--- config.mk ---
export PLATFORM = sky130hd
export DESIGN_NAME = frame_sequencer_flat
export DESIGN_NICKNAME = d
export VERILOG_FILES = /design/src/rtl/frame_sequencer_pkg.sv /design/src/rtl/frame_sequencer_if.sv /design/src/rtl/frame_sequencer_layer_picker.sv /design/src/rtl/frame_sequencer.sv /design/src/flat_wrapper.sv
export SDC_FILE = /design/constraint.sdc
export NUM_CORES = 1
export LEC_CHECK = 0
export BUFFER_PORTS_ARGS = -buffer_cell sky130_fd_sc_hd__buf_2
export CELL_PAD_IN_SITES_DETAIL_PLACEMENT = 0
export CELL_PAD_IN_SITES_GLOBAL_PLACEMENT = 2
export CORE_MARGIN = 1
export CORE_UTILIZATION = 29
export DETAILED_ROUTE_END_ITERATION = 8
export PLACE_DENSITY_LB_ADDON = 0.25
export RECOVER_POWER = 100
export SYNTH_ARGS = -nofsm -noshare
export SYNTH_HDL_FRONTEND = slang
export SYNTH_SLANG_ARGS = --single-unit
--- constraint.sdc ---
create_clock -name clk_i -period 1.91 [get_ports clk_i]
set_input_delay 0.2865 -clock clk_i [delete_from_list [all_inputs] [get_ports clk_i]]
set_output_delay 0.2865 -clock clk_i [all_outputs]
set_load 0.005 [all_outputs]
--- src/rtl/frame_sequencer_pkg.sv ---
// ============================================================================
// Module      : game_seq_pkg
// Description : Shared types and constants for the frame sequencer slice.
// Revision    : 1.0 - initial release
// ============================================================================
`default_nettype none

package game_seq_pkg;

    typedef enum logic [1:0] {
        S_INIT   = 2'd0,
        S_IDLE   = 2'd1,
        S_UPDATE = 2'd2,
        S_DRAW   = 2'd3
    } seq_state_e;

    localparam int DEF_NUM_UPDATE = 4;
    localparam int DEF_NUM_LAYERS = 3;

    localparam int LAYER_MAP     = 0;
    localparam int LAYER_LINK    = 1;
    localparam int LAYER_ENEMIES = 2;

    localparam int UPD_GEN_MOVE      = 0;
    localparam int UPD_CHECK_COLLIDE = 1;
    localparam int UPD_LINK_ACTION   = 2;
    localparam int UPD_MOVE_ENEMIES  = 3;

    // Index width that stays legal when a count of one is configured.
    function automatic int idx_w(input int n);
        return (n > 1) ? $clog2(n) : 1;
    endfunction

endpackage

`default_nettype wire

--- src/rtl/frame_sequencer_if.sv ---
// ============================================================================
// Module      : frame_sequencer_if
// Description : Timer/datapath-facing bundle of the frame sequencer.
// Revision    : 1.0 - initial release
// ============================================================================
`default_nettype none

interface frame_sequencer_if
    import game_seq_pkg::*;
#(
    parameter int NUM_UPDATE  = DEF_NUM_UPDATE,
    parameter int NUM_LAYERS  = DEF_NUM_LAYERS,
    parameter int FRAME_CNT_W = 16
);
    logic                   frame_tick;
    logic                   pause;
    logic [NUM_LAYERS-1:0]  layer_mask;
    logic [NUM_LAYERS-1:0]  draw_done;
    logic                   init;
    logic                   idle;
    logic [NUM_UPDATE-1:0]  update_en;
    logic [NUM_LAYERS-1:0]  draw_en;
    logic [FRAME_CNT_W-1:0] frame_count;
    logic [NUM_LAYERS-1:0]  draw_timeout_err;

    modport master (
        input  frame_tick, pause, layer_mask, draw_done,
        output init, idle, update_en, draw_en, frame_count, draw_timeout_err
    );

    modport slave (
        output frame_tick, pause, layer_mask, draw_done,
        input  init, idle, update_en, draw_en, frame_count, draw_timeout_err
    );
endinterface

`default_nettype wire

--- src/rtl/frame_sequencer_layer_picker.sv ---
// ============================================================================
// Module      : seq_layer_picker
// Description : Finds the lowest enabled layer, either from index 0 or above
//               the current layer.
// Revision    : 1.0 - initial release
// ============================================================================
`default_nettype none

module seq_layer_picker
    import game_seq_pkg::*;
#(
    parameter  int NUM_LAYERS = DEF_NUM_LAYERS,
    localparam int LAYER_W    = idx_w(NUM_LAYERS)
) (
    input  logic [NUM_LAYERS-1:0] layer_mask_i,
    input  logic [LAYER_W-1:0]    cur_idx_i,
    input  logic                  from_start_i,
    output logic [LAYER_W-1:0]    next_idx_o,
    output logic                  none_left_o
);

    // Scan downward so the last hit, i.e. the lowest qualifying index, wins.
    always_comb begin
        next_idx_o  = '0;
        none_left_o = 1'b1;
        for (int i = NUM_LAYERS - 1; i >= 0; i--) begin
            if (layer_mask_i[i] && (from_start_i || (LAYER_W'(i) > cur_idx_i))) begin
                next_idx_o  = LAYER_W'(i);
                none_left_o = 1'b0;
            end
        end
    end

endmodule

`default_nettype wire

--- src/rtl/frame_sequencer.sv ---
// ============================================================================
// Module      : frame_sequencer
// Description : Game-loop sequencer: tick wait, update phases, draw layers.
//               Optional draw watchdog enabled by SEQ_DRAW_TIMEOUT_EN.
// Revision    : 1.0 - initial release
// ============================================================================
`default_nettype none

module frame_sequencer
    import game_seq_pkg::*;
#(
    parameter int NUM_UPDATE  = DEF_NUM_UPDATE,
    parameter int NUM_LAYERS  = DEF_NUM_LAYERS,
    parameter int FRAME_CNT_W = 16,
    parameter int TIMEOUT_CYC = 65535
) (
    input logic                clk_i,
    input logic                rst_i,
    frame_sequencer_if.master  bus
);

    localparam int STEP_W  = idx_w(NUM_UPDATE);
    localparam int LAYER_W = idx_w(NUM_LAYERS);

    localparam logic [1:0] ST_INIT   = S_INIT;
    localparam logic [1:0] ST_IDLE   = S_IDLE;
    localparam logic [1:0] ST_UPDATE = S_UPDATE;
    localparam logic [1:0] ST_DRAW   = S_DRAW;

    localparam logic [STEP_W-1:0] LAST_STEP = STEP_W'(NUM_UPDATE - 1);

    if (TIMEOUT_CYC < 1) begin : g_bad_timeout_cyc
        $error("TIMEOUT_CYC must be at least 1");
    end

    logic [1:0]             state_q, state_d;
    logic [STEP_W-1:0]      step_q, step_d;
    logic [LAYER_W-1:0]     layer_q, layer_d;
    logic [FRAME_CNT_W-1:0] fcnt_q, fcnt_d;

    logic                   w_from_start;
    logic                   w_none_left;
    logic [LAYER_W-1:0]     w_next_layer;
    logic                   w_timeout;
    logic                   w_layer_fin;

    assign w_from_start = (state_q != ST_DRAW);
    assign w_layer_fin  = bus.draw_done[layer_q] | w_timeout;

    seq_layer_picker #(
        .NUM_LAYERS (NUM_LAYERS)
    ) u_picker (
        .layer_mask_i (bus.layer_mask),
        .cur_idx_i    (layer_q),
        .from_start_i (w_from_start),
        .next_idx_o   (w_next_layer),
        .none_left_o  (w_none_left)
    );

    always_comb begin
        state_d = state_q;
        step_d  = step_q;
        layer_d = layer_q;
        fcnt_d  = fcnt_q;
        case (state_q)
            ST_INIT: begin
                state_d = w_none_left ? ST_IDLE : ST_DRAW;
                layer_d = w_next_layer;
            end
            ST_IDLE: begin
                if (bus.frame_tick && !bus.pause) begin
                    state_d = ST_UPDATE;
                    step_d  = '0;
                end
            end
            ST_UPDATE: begin
                if (step_q == LAST_STEP) begin
                    if (w_none_left) begin
                        state_d = ST_IDLE;
                        fcnt_d  = fcnt_q + 1'b1;
                    end else begin
                        state_d = ST_DRAW;
                        layer_d = w_next_layer;
                    end
                end else begin
                    step_d = step_q + 1'b1;
                end
            end
            default: begin
                if (w_layer_fin) begin
                    if (w_none_left) begin
                        state_d = ST_IDLE;
                        fcnt_d  = fcnt_q + 1'b1;
                    end else begin
                        layer_d = w_next_layer;
                    end
                end
            end
        endcase
    end

    always_ff @(posedge clk_i or posedge rst_i) begin
        if (rst_i) begin
            state_q <= ST_INIT;
            step_q  <= '0;
            layer_q <= '0;
            fcnt_q  <= '0;
        end else begin
            state_q <= state_d;
            step_q  <= step_d;
            layer_q <= layer_d;
            fcnt_q  <= fcnt_d;
        end
    end

`ifdef SEQ_DRAW_TIMEOUT_EN
    localparam int CNT_W = $clog2(TIMEOUT_CYC + 1);

    logic [CNT_W-1:0]      wdog_q;
    logic [NUM_LAYERS-1:0] err_q;

    // A done in the expiry cycle wins, so no flag is raised for that layer.
    assign w_timeout = (state_q == ST_DRAW) && !bus.draw_done[layer_q] &&
                       (wdog_q == CNT_W'(TIMEOUT_CYC - 1));

    always_ff @(posedge clk_i or posedge rst_i) begin
        if (rst_i) begin
            wdog_q <= '0;
            err_q  <= '0;
        end else begin
            wdog_q <= ((state_q == ST_DRAW) && !w_layer_fin) ? wdog_q + 1'b1 : '0;
            if (w_timeout) begin
                err_q[layer_q] <= 1'b1;
            end
        end
    end

    assign bus.draw_timeout_err = err_q;
`else
    assign w_timeout            = 1'b0;
    assign bus.draw_timeout_err = '0;
`endif

    assign bus.init        = (state_q == ST_INIT);
    assign bus.idle        = (state_q == ST_IDLE);
    assign bus.update_en   = (state_q == ST_UPDATE) ? (NUM_UPDATE'(1) << step_q) : '0;
    assign bus.draw_en     = (state_q == ST_DRAW) ? (NUM_LAYERS'(1) << layer_q) : '0;
    assign bus.frame_count = fcnt_q;

endmodule

`default_nettype wire

--- src/flat_wrapper.sv ---
// flat-port wrapper written by rule: the top's interface ports become plain ports
module frame_sequencer_flat import game_seq_pkg::*;
#(
    parameter int NUM_UPDATE  = DEF_NUM_UPDATE,
    parameter int NUM_LAYERS  = DEF_NUM_LAYERS,
    parameter int FRAME_CNT_W = 16,
    parameter int TIMEOUT_CYC = 65535
)
  (clk_i, rst_i, bus_frame_tick, bus_pause, bus_layer_mask, bus_draw_done, bus_init, bus_idle, bus_update_en, bus_draw_en, bus_frame_count, bus_draw_timeout_err);
  frame_sequencer_if #(.NUM_UPDATE(NUM_UPDATE), .NUM_LAYERS(NUM_LAYERS), .FRAME_CNT_W(FRAME_CNT_W)) bus_i ();
  input logic clk_i;
  input logic rst_i;
  input wire logic [$bits(bus_i.frame_tick)-1:0] bus_frame_tick;
  input wire logic [$bits(bus_i.pause)-1:0] bus_pause;
  input wire logic [$bits(bus_i.layer_mask)-1:0] bus_layer_mask;
  input wire logic [$bits(bus_i.draw_done)-1:0] bus_draw_done;
  output wire logic [$bits(bus_i.init)-1:0] bus_init;
  output wire logic [$bits(bus_i.idle)-1:0] bus_idle;
  output wire logic [$bits(bus_i.update_en)-1:0] bus_update_en;
  output wire logic [$bits(bus_i.draw_en)-1:0] bus_draw_en;
  output wire logic [$bits(bus_i.frame_count)-1:0] bus_frame_count;
  output wire logic [$bits(bus_i.draw_timeout_err)-1:0] bus_draw_timeout_err;
  assign bus_i.frame_tick = bus_frame_tick;
  assign bus_i.pause = bus_pause;
  assign bus_i.layer_mask = bus_layer_mask;
  assign bus_i.draw_done = bus_draw_done;
  assign bus_init = bus_i.init;
  assign bus_idle = bus_i.idle;
  assign bus_update_en = bus_i.update_en;
  assign bus_draw_en = bus_i.draw_en;
  assign bus_frame_count = bus_i.frame_count;
  assign bus_draw_timeout_err = bus_i.draw_timeout_err;
  frame_sequencer #(.NUM_UPDATE(NUM_UPDATE), .NUM_LAYERS(NUM_LAYERS), .FRAME_CNT_W(FRAME_CNT_W), .TIMEOUT_CYC(TIMEOUT_CYC)) u_core (.clk_i(clk_i), .rst_i(rst_i), .bus(bus_i));
endmodule
-- Yosys cells after proc, flatten, opt, wreduce, memory -nomap -nowiden
Index checks and enable logic that the tools add are counted.
- bits in registers: 22
- input bits: 10
- logic and storage cells: 68
- add/subtract/negate cells: 2
- $lt $le $gt $ge: 4
- eq/ne operators: 8
- shifts and indexed selects: 2
- mux-type cells: 27
- bitwise operators: 2
- reductions and logical operators: 19
- operators with widths (operator ; number):
    16-bit 2-to-1 mux ; 3
    16-bit one-hot mux with 2 select lines ; 1
    2-bit 2-to-1 mux ; 13
    16-bit by 1-bit adder with 16-bit output (second input constant) ; 1
    2-bit one-hot mux with 3 select lines ; 2
    3-bit AND reduction ; 3
    4-bit nonzero test ; 2
    2-bit equality test (second input constant) ; 3
    1-bit by 2-bit greater-than comparator with 1-bit output (first input constant) ; 2
    1-bit logical AND ; 4
    1-bit 2-to-1 mux ; 4
    4-bit 2-to-1 mux ; 1
    2-bit by 1-bit != test with 1-bit output (second input constant) ; 2
    2-bit != test (second input constant) ; 2
    2-bit one-hot mux with 2 select lines ; 1
    4-bit AND reduction ; 1
    2-bit nonzero test ; 2
    1-bit by 2-bit left shift with 4-bit output (first input constant) ; 1
    1-bit logical OR ; 3
    2-bit by 3-bit less-than comparator with 1-bit output (second input constant) ; 1
    3-bit 2-to-1 mux ; 1
    3-bit nonzero test ; 1
    1-bit by 2-bit left shift with 3-bit output (first input constant) ; 1
    2-bit by 1-bit adder with 2-bit output (second input constant) ; 1
    other kinds (7) ; 8

-- Longest topological paths before layout
Gate-level depths: netlist of run 1.
- word-level depth: 9
- gate-level depth with buffers: 8
- mapped depth without buffers: 7

-- Hierarchy
A second synthesis of run 1 with hierarchy kept.
- cell total of the unflattened synthesis: 128
- area total of the unflattened synthesis: 1333.8 um^2
- modules (own cells, without submodules) (module ; times used ; cells an instance ; area each (um^2) ; seq. area each (um^2)):
    frame_sequencer ; 1 ; 117 ; 1266.2 ; 550.5
    seq_layer_picker ; 1 ; 11 ; 67.6 ; 0.0

-- Worst setup path after synthesis of run 1
Ideal clock, no wire load.
- path type: register -> register
- from: register u_core.state_q[0]
- to: register u_core.fcnt_q[1] (netlist: u_core.bus.frame_count[1])
- library setup time: 127 ps
- data arrival time: 1694 ps
- data required time: 1783 ps
- slack: 89 ps
- stages on the path, launching flop included: 7
- clock period less this slack: 1821 ps
- cell sequence: dfrtp_1 -> ha_1 -> buf_6 -> nor2b_4 -> a221o_1 -> and3_4 -> mux2_1
- cells in the longest elaborated chain, start to end: 9
- elaborated cells between the ends (all ways): 22
- RTL lines (what ; RTL line ; source):
    start: declaration ; frame_sequencer.sv:36 ; logic [1:0] state_q, state_d;
    start signal: assignment ; frame_sequencer.sv:109 ; state_q <= state_d;
    2-bit != test ; frame_sequencer.sv:47 ; assign w_from_start = (state_q != ST_DRAW);
    1-bit logical OR ; frame_sequencer_layer_picker.sv:27 ; if (layer_mask_i[i] && (from_start_i || (LAYER_W'(i) > cur_idx_i))) begin
    1-bit logical AND ; frame_sequencer_layer_picker.sv:27 ;
    1-bit 2-to-1 mux (3 in series) ; frame_sequencer_layer_picker.sv:27 ;
    16-bit 2-to-1 mux ; -- ;
    16-bit 2-to-1 mux (on tied branches) ; -- ;
    16-bit one-hot mux with 2 select lines ; frame_sequencer.sv:65 ; case (state_q)
    end signal: assignment ; frame_sequencer.sv:112 ; fcnt_q <= fcnt_d;
    end: declaration ; frame_sequencer.sv:39 ; logic [FRAME_CNT_W-1:0] fcnt_q, fcnt_d;
Parallel ways exist; a longest one is shown, timed or not. The select of a mux whose other input is x is not followed.
A chain may end at the register's enable or synchronous reset.

-- Worst setup path in the final report of run 1
- from: register u_core.state_q[0]
- to: register u_core.fcnt_q[14] (netlist: u_core.bus.frame_count[14])
Same word-level chain as after synthesis.

==> out/metrics.yaml, run 1 <==
die_width_um: 71.5
hp-class: "input port to flip-flop"
drive_gt1_share_pct: 31.3
syn_area_um2: 1400
ios: 38
die_h_um: 71.5
fin_crit_sh_pct: 97.9
layout.nets: 203
tightest_slew_ns: 1.24
vias_per_cell: 4.78
period_needed_ns: 1.87
worstSetupEndpointType: "flip-flop"
clk_latency_ns: 0.26
die-area_um2: 5110
coreArea_um2: 4500
fin_skew_ns: 0.00141
start_util_pct: 31.1
grt_max_degree: 23
setup_violations: 0
drt_iter0_markers: 69
slew_headroom_pct: 17.4
antenna_cells: 0
utilization_pct: 39.1
cts_made_buffers: 3
final_cell_mix: "buf_2, dfrtp_1, xnor2_1"
ys_seq_area_share_pct: 39.3
drv_slew: 0
dp_slack_ns: 0.0107
clock_path_buffers: 2
gr-usage-all-layers_pct: 13.2
syn_area_per_cell_um2: 10.2
vias: 1118
drtPass1Iterations: 4
cts_max_level: 1
syn_to_final_growth_pct: 25.8
synthArstFlopShare_pct: 100
postRouteAntennaNets: 0
ys.flop_type: "dfrtp_1"
powerDensity_nw_per_um2: 1230
root_buffer: "clkbuf_8"
netlist_instances: 137
dp_hpwl_um: 2300
setup_slack_ns: 0.0395
ir_drop_v: 0.000497
drc: 0
timing.fmax_mhz: 535
mostFrequentLayoutCell: "buf_2"
synth_edf_count: 0
max-cap-violations: 0
antenna_found_initial: 0
drt-total-wl_um: 3280
cts.clk_slew.worst_paths_ns: 0.08
worstPathRequired_ns: 2.06
cts_tree: "built"
leakage_nw: 0.870
startpoint_type: "flip-flop"
ys_ff_latch: 22
final_hold_viol_count: 0
crit_type: "flip-flop to flip-flop"
synth_cell_types: 35
detail_route.wl_per_cell_um: 14.0
grt_pass1_wl_um: 5290
crit_arrival_ns: 2.02
globalplace.congestion: 0.749
fillers: 459
ys_warn_count: 0
cp_max_fo: 7
grt_remaining_overflow: 0
clock-sinks: 22
num_rows: 24
grt_pass1_vias: 1089
io_buffers: 34
run_status: "finished clean"
==> sequential cells by signal, indices dropped and copies added, names as in the netlist <==
register,flops
u_core.bus.frame_count,16
u_core.layer_q,2
u_core.state_q,2
u_core.step_q,2
==> Yosys cell counts, types with 2 or more instances <==
library cell | count | share of area, %
dfrtp_1 | 22 | 39
xnor2_1 | 13 | 8.1
and3_1 | 10 | 4.5
ha_1 | 10 | 8.9
inv_1 | 10 | 2.7
nand4_1 | 7 | 3.1
and2_1 | 6 | 2.7
nand2_1 | 6 | 1.6
mux2i_1 | 5 | 3.6
nand2b_1 | 5 | 2.2
a21oi_1 | 4 | 1.4
buf_4 | 3 | 1.6
nand3_1 | 3 | 1.1
nor2_1 | 3 | 0.80
nor3_1 | 3 | 1.1
o21ai_0 | 3 | 1.1
buf_6 | 2 | 1.6
nand3_2 | 2 | 1.4
nand3b_1 | 2 | 1.1
nor2b_1 | 2 | 0.89
xor2_1 | 2 | 1.3
==> per-layer routing <==
metal / global-route usage, % / wire length (um)
met3: 3.23 / 137
met5: 0 / 0
met1: 17.3 / 1550
met2: 22.2 / 1570
met4: 2.61 / 17
==> worst paths after layout <==
check / start / to / slack, ns / cells after the start
max: u_core.state_q[0]$_DFFE_PP0P_ / u_core.bus.frame_count[14]$_DFFE_PP0P_ / 0.04 / 7
min: bus_layer_mask[2] / u_core.layer_q[1]$_DFFE_PP0P_ / 0.31 / 3
max reg2reg: u_core.state_q[0]$_DFFE_PP0P_ / u_core.bus.frame_count[14]$_DFFE_PP0P_ / 0.04 / 7
min reg2reg: u_core.bus.frame_count[15]$_DFFE_PP0P_ / u_core.bus.frame_count[15]$_DFFE_PP0P_ / 0.47 / 1
max in group asynchronous: rst_i / u_core.state_q[0]$_DFFE_PP0P_ / 0.68 / 3
min in group asynchronous: rst_i / u_core.bus.frame_count[15]$_DFFE_PP0P_ / 0.41 / 3
==> area by class of cell <==
type	instances	area (um2)	share of cell area, %
inverters	10	37.5	2.13
well taps	52	65.1	3.69
repair buffers	43	229	13.0
flip-flops and latches	22	553	31.4
clock buffers	4	55.1	3.12
multi-input cells	103	822	46.7
==> power by group <==
| part | switching [mW] | internal [mW] | leakage, nW |
|---|---|---|---|
| sequential | 0.135 | 0.559 | 0.287 |
| combinational | 0.573 | 0.561 | 0.554 |
| clock | 0.153 | 0.184 | 0.0288 |
==> critical path: stages (launching register included) <==
cell     delay (ns)
dfrtp_2        0.45
buf_6          0.13
ha_4           0.17
nor2b_4        0.13
a221o_1        0.34
and3_4         0.22
and4_1         0.18
xnor2_1        0.12
==> through the flow <==
step / cell area (um2) / setup TNS (ns) / instances / total power, mW / hold WS [ns]
after floorplan: 1410 / 0 / 139 / 1.37 / 0.276
after global placement: 1650 / 0 / 227 / 1.67 / 0.339
after detailed placement: 1650 / 0 / 227 / 1.68 / 0.343
after CTS: 1720 / 0 / 232 / 2.07 / 0.0553
after global routing: 1760 / -0.0968 / 234 / 2.34 / 0.331
final: 1760 / 0 / 234 / 2.16 / 0.311
==> cells by family after synthesis <==
group / share of synthesized area [%]
buffers and inverters: 5.90
and+or+nand+nor: 24.4
xor gates and xnor gates: 9.38
other: 0.268
muxes: 4.38
DFF: 39.3
AOI/OAI and AO/OA: 7.42
adders and majority gates: 8.94
==> what timing repair did <==
| item | 4_1_cts | 5_1_grt |
|---|---|---|
| pin swaps | 1 | 4 |
| buffers inserted | 0 | 2 |
| hold buffers | 0 | 0 |
| resized for setup | 1 | 11 |
| cloned | 1 | 0 |
| setup endpoints to repair | 1 | 17 |
Power figures use the tool's default switching activity.
==> run 2: changes to the inputs <==
CORE_ASPECT_RATIO = 1.5   (was unset)
PLACE_DENSITY = 0.72   (was unset)
PLACE_DENSITY_LB_ADDON = unset   (was 0.25)
==> run 2 against run 1 <==
Die area up 0.10%. Combinational power down 5%. Critical endpoint is now u_core.bus.frame_count[0]$_DFFE_PP0P_. Critical path depth down 1. Core utilization down 1.0 points. Routed wire length down 4.5%. Fmax up 1.8%. Largest cell class unchanged. Sequential power down 3.0%. Largest power group unchanged. Global-route usage down 0.24 points. Sequential share of layout area up 0.22 points. Register-to-register slack better by 0.03 ns. Design area down 0.92%. Power down 3.8%.
==> out/metrics.yaml, run 2 (synthesis gave the netlist of run 1 again) <==
drive_gt1_share_pct: 30.2  # was 31.3%
hp-class: "input port to flip-flop"  # unchanged
intPower_mw: 1.25  # was 1.30 mW
syn_to_final_growth_pct: 24.7  # was 25.8%
design_area_um2: 1750  # was 1760 um2
globalplace.congestion: 0.736  # was 0.749
gr-usage-all-layers_pct: 12.9  # was 13.2%
fin_hold_ws_ns: 0.322  # was 0.311 ns
grt_pass1_vias: 1136  # was 1089
mostFrequentLayoutCell: "buf_2"  # unchanged
layout.nets: 203  # unchanged
total_power_mw: 2.08  # was 2.16 mW
dp_slack_ns: 0.0423  # was 0.0107 ns
dpl_cell_area_um2: 1670  # was 1650 um2
worstPathRequired_ns: 2.06  # about the same
grt_max_degree: 23  # unchanged
drt-total-wl_um: 3130  # was 3280 um
ff2ff_setup_slack_ns: 0.07  # was 0.04 ns
power.switching_mw: 0.828  # was 0.861 mW
worstSetupEndpointType: "flip-flop"  # unchanged
vias: 1140  # was 1118
coreArea_um2: 4580  # was 4500 um2
seqPwrFrac_pct: 32.3  # was 32.1%
antenna_cells: 0  # unchanged
ir_drop_v: 0.000447  # was 0.000497 V
clkPwrFrac_pct: 16.2  # was 15.6%
holdPathEnd: "u_core.layer_q[1]$_DFFE_PP0P_"  # unchanged
timing.fmax_mhz: 544  # was 535 MHz
cts_hold_buf: 0  # unchanged
fin_crit_sh_pct: 96.2  # was 97.9%
clock_path_buffers: 2  # unchanged
final_cell_mix: "buf_2, dfrtp_1, xnor2_1"  # unchanged
drc: 0  # unchanged
detail_route.wl_per_cell_um: 12.7  # was 14.0 um
setup_violations: 0  # unchanged
p_sw_share_pct: 39.8  # about the same
cts_tree: "built"  # unchanged
holdCritStartpoint: "bus_layer_mask[2]"  # unchanged
drt_iter0_markers: 27  # was 69
die-area_um2: 5120  # was 5110 um2
tightest_slew_ns: 1.22  # was 1.24 ns
largest_reg_flops: 16  # unchanged
cts_max_level: 1  # unchanged
die_width_um: 58.7  # was 71.5 um
start_util_pct: 30.6  # was 31.1%
r2r-end: "u_core.bus.frame_count[0]$_DFFE_PP0P_"  # was u_core.bus.frame_count[14]$_DFFE_PP0P_
max-cap-violations: 0  # unchanged
cts_made_buffers: 3  # unchanged
setup_slack_ns: 0.0722  # was 0.0395 ns
final_hold_viol_count: 0  # unchanged
reg2reg_depth: 6  # was 7
powerDensity_nw_per_um2: 1190  # was 1230 nW/um2
hold_depth: 3  # unchanged
dp_hpwl_um: 2370  # was 2300 um
startpoint_type: "flip-flop"  # unchanged
cts.clk_slew.worst_paths_ns: 0.08  # about the same
grt_remaining_overflow: 0  # unchanged
clock-sinks: 22  # unchanged
p_comb_share_pct: 51.5  # was 52.4%
ios: 38  # unchanged
slew_headroom_pct: 19.0  # was 17.4%
root_buffer: "clkbuf_8"  # unchanged
rsz0062_at_grt: "yes"
crit_chain: "ha_2, nor2b_4, a221o_1, and3_2, buf_4, xor2_1"  # was buf_6, ha_4, nor2b_4, a221o_1, and3_4, and4_1, xnor2_1
num_rows: 30  # was 24
worst_path_largest_cell_delay_ns: 0.43  # was 0.45 ns
leakage_nw: 0.868  # was 0.870 nW
crit_arrival_ns: 1.99  # was 2.02 ns
grt_pass1_wl_um: 5120  # was 5290 um
drtPass1Iterations: 4  # unchanged
drv_slew: 0  # unchanged
run_status: "finished clean"  # unchanged
tns_ns: 0  # unchanged
crit_type: "flip-flop to flip-flop"  # unchanged
cpMaxStageDelayCell: "dfrtp_2"  # unchanged
clk_latency_ns: 0.26  # about the same
io_buffers: 34  # unchanged
vias_per_cell: 4.63  # was 4.78
postRouteAntennaNets: 0  # unchanged
r2r_start: "u_core.state_q[0]$_DFFE_PP0P_"  # unchanged
cp_max_fo: 6  # was 7
period_needed_ns: 1.84  # was 1.87 ns
antenna_found_initial: 0  # unchanged
fin_skew_ns: 0.00446  # was 0.00141 ns
die_h_um: 87.1  # was 71.5 um
run 2: cell types whose count changed in the layout (fill, tap and decap cells not counted), sizes merged:
cell,change
buf,+2
clkbuf,-2
run 2: repair_timing:
action	CTS	global route
gates resized for setup	0	6
endpoints found under the setup margin	0	15
setup buffers	0	2
run 2: cell type report:
cell class	instances	area (um2)
fill	506	2830
multi-input combinational	103	797
sequential	22	552
timing repair buffer	43	224
tap	64	80.1
clock buffer	4	55.1
inverter	10	37.5
run 2: through the flow:
stage / cells / util (%)
6_report: 246 / 38.1
5_1_grt: 246 / 38.1
4_1_cts: 243 / 37.6
3_5_place_dp: 239 / 36.4
3_3_place_gp: 239 / 36.4
2_1_floorplan: 139 / -
run 2: power groups by stage:
| stage | Combinational [mW] | Sequential [mW] | Clock (mW) |
|---|---|---|---|
| 6_report | 1.07 | 0.673 | 0.337 |
| 5_1_grt | 1.20 | 0.691 | 0.364 |
| 4_1_cts | 1.02 | 0.676 | 0.347 |
| 3_5_place_dp | 1.01 | 0.686 | 0 |
| 3_3_place_gp | 1.01 | 0.680 | 0 |
| 2_1_floorplan | 0.715 | 0.656 | 0 |
run 2: worst max-delay path: cells and delay by family (launching register included):
kind                       cells  cell delay, ns
and+or+nand+nor                2            0.42
DFF                            1            0.43
AOI/OAI and AO/OA              1            0.36
buffers and inverters          1            0.15
adders and majority gates      1            0.22
xor gates and xnor gates       1            0.13
run 2: worst max-delay path by stage:
stage	endpoint	cells after the start	start
3_3_place_gp	u_core.bus.frame_count[1]$_DFFE_PP0P_	5	u_core.state_q[0]$_DFFE_PP0P_
4_1_cts	u_core.bus.frame_count[1]$_DFFE_PP0P_	6	u_core.state_q[0]$_DFFE_PP0P_
5_1_grt	u_core.bus.frame_count[0]$_DFFE_PP0P_	6	u_core.state_q[0]$_DFFE_PP0P_
3_5_place_dp	u_core.bus.frame_count[1]$_DFFE_PP0P_	6	u_core.state_q[0]$_DFFE_PP0P_
2_1_floorplan	u_core.bus.frame_count[1]$_DFFE_PP0P_	6	u_core.state_q[0]$_DFFE_PP0P_
6_report	u_core.bus.frame_count[0]$_DFFE_PP0P_	6	u_core.state_q[0]$_DFFE_PP0P_
run 2: routing by layer:
metal	GRT usage, %	routed length [um]	share of wire [%]	vias up
met4	3.90	17	0.54	0
met1	14.9	1300	42	554
met5	0	0	0	-
met2	24.3	1720	55	25
li1	-	-	-	559
met3	1.49	87	2.8	2
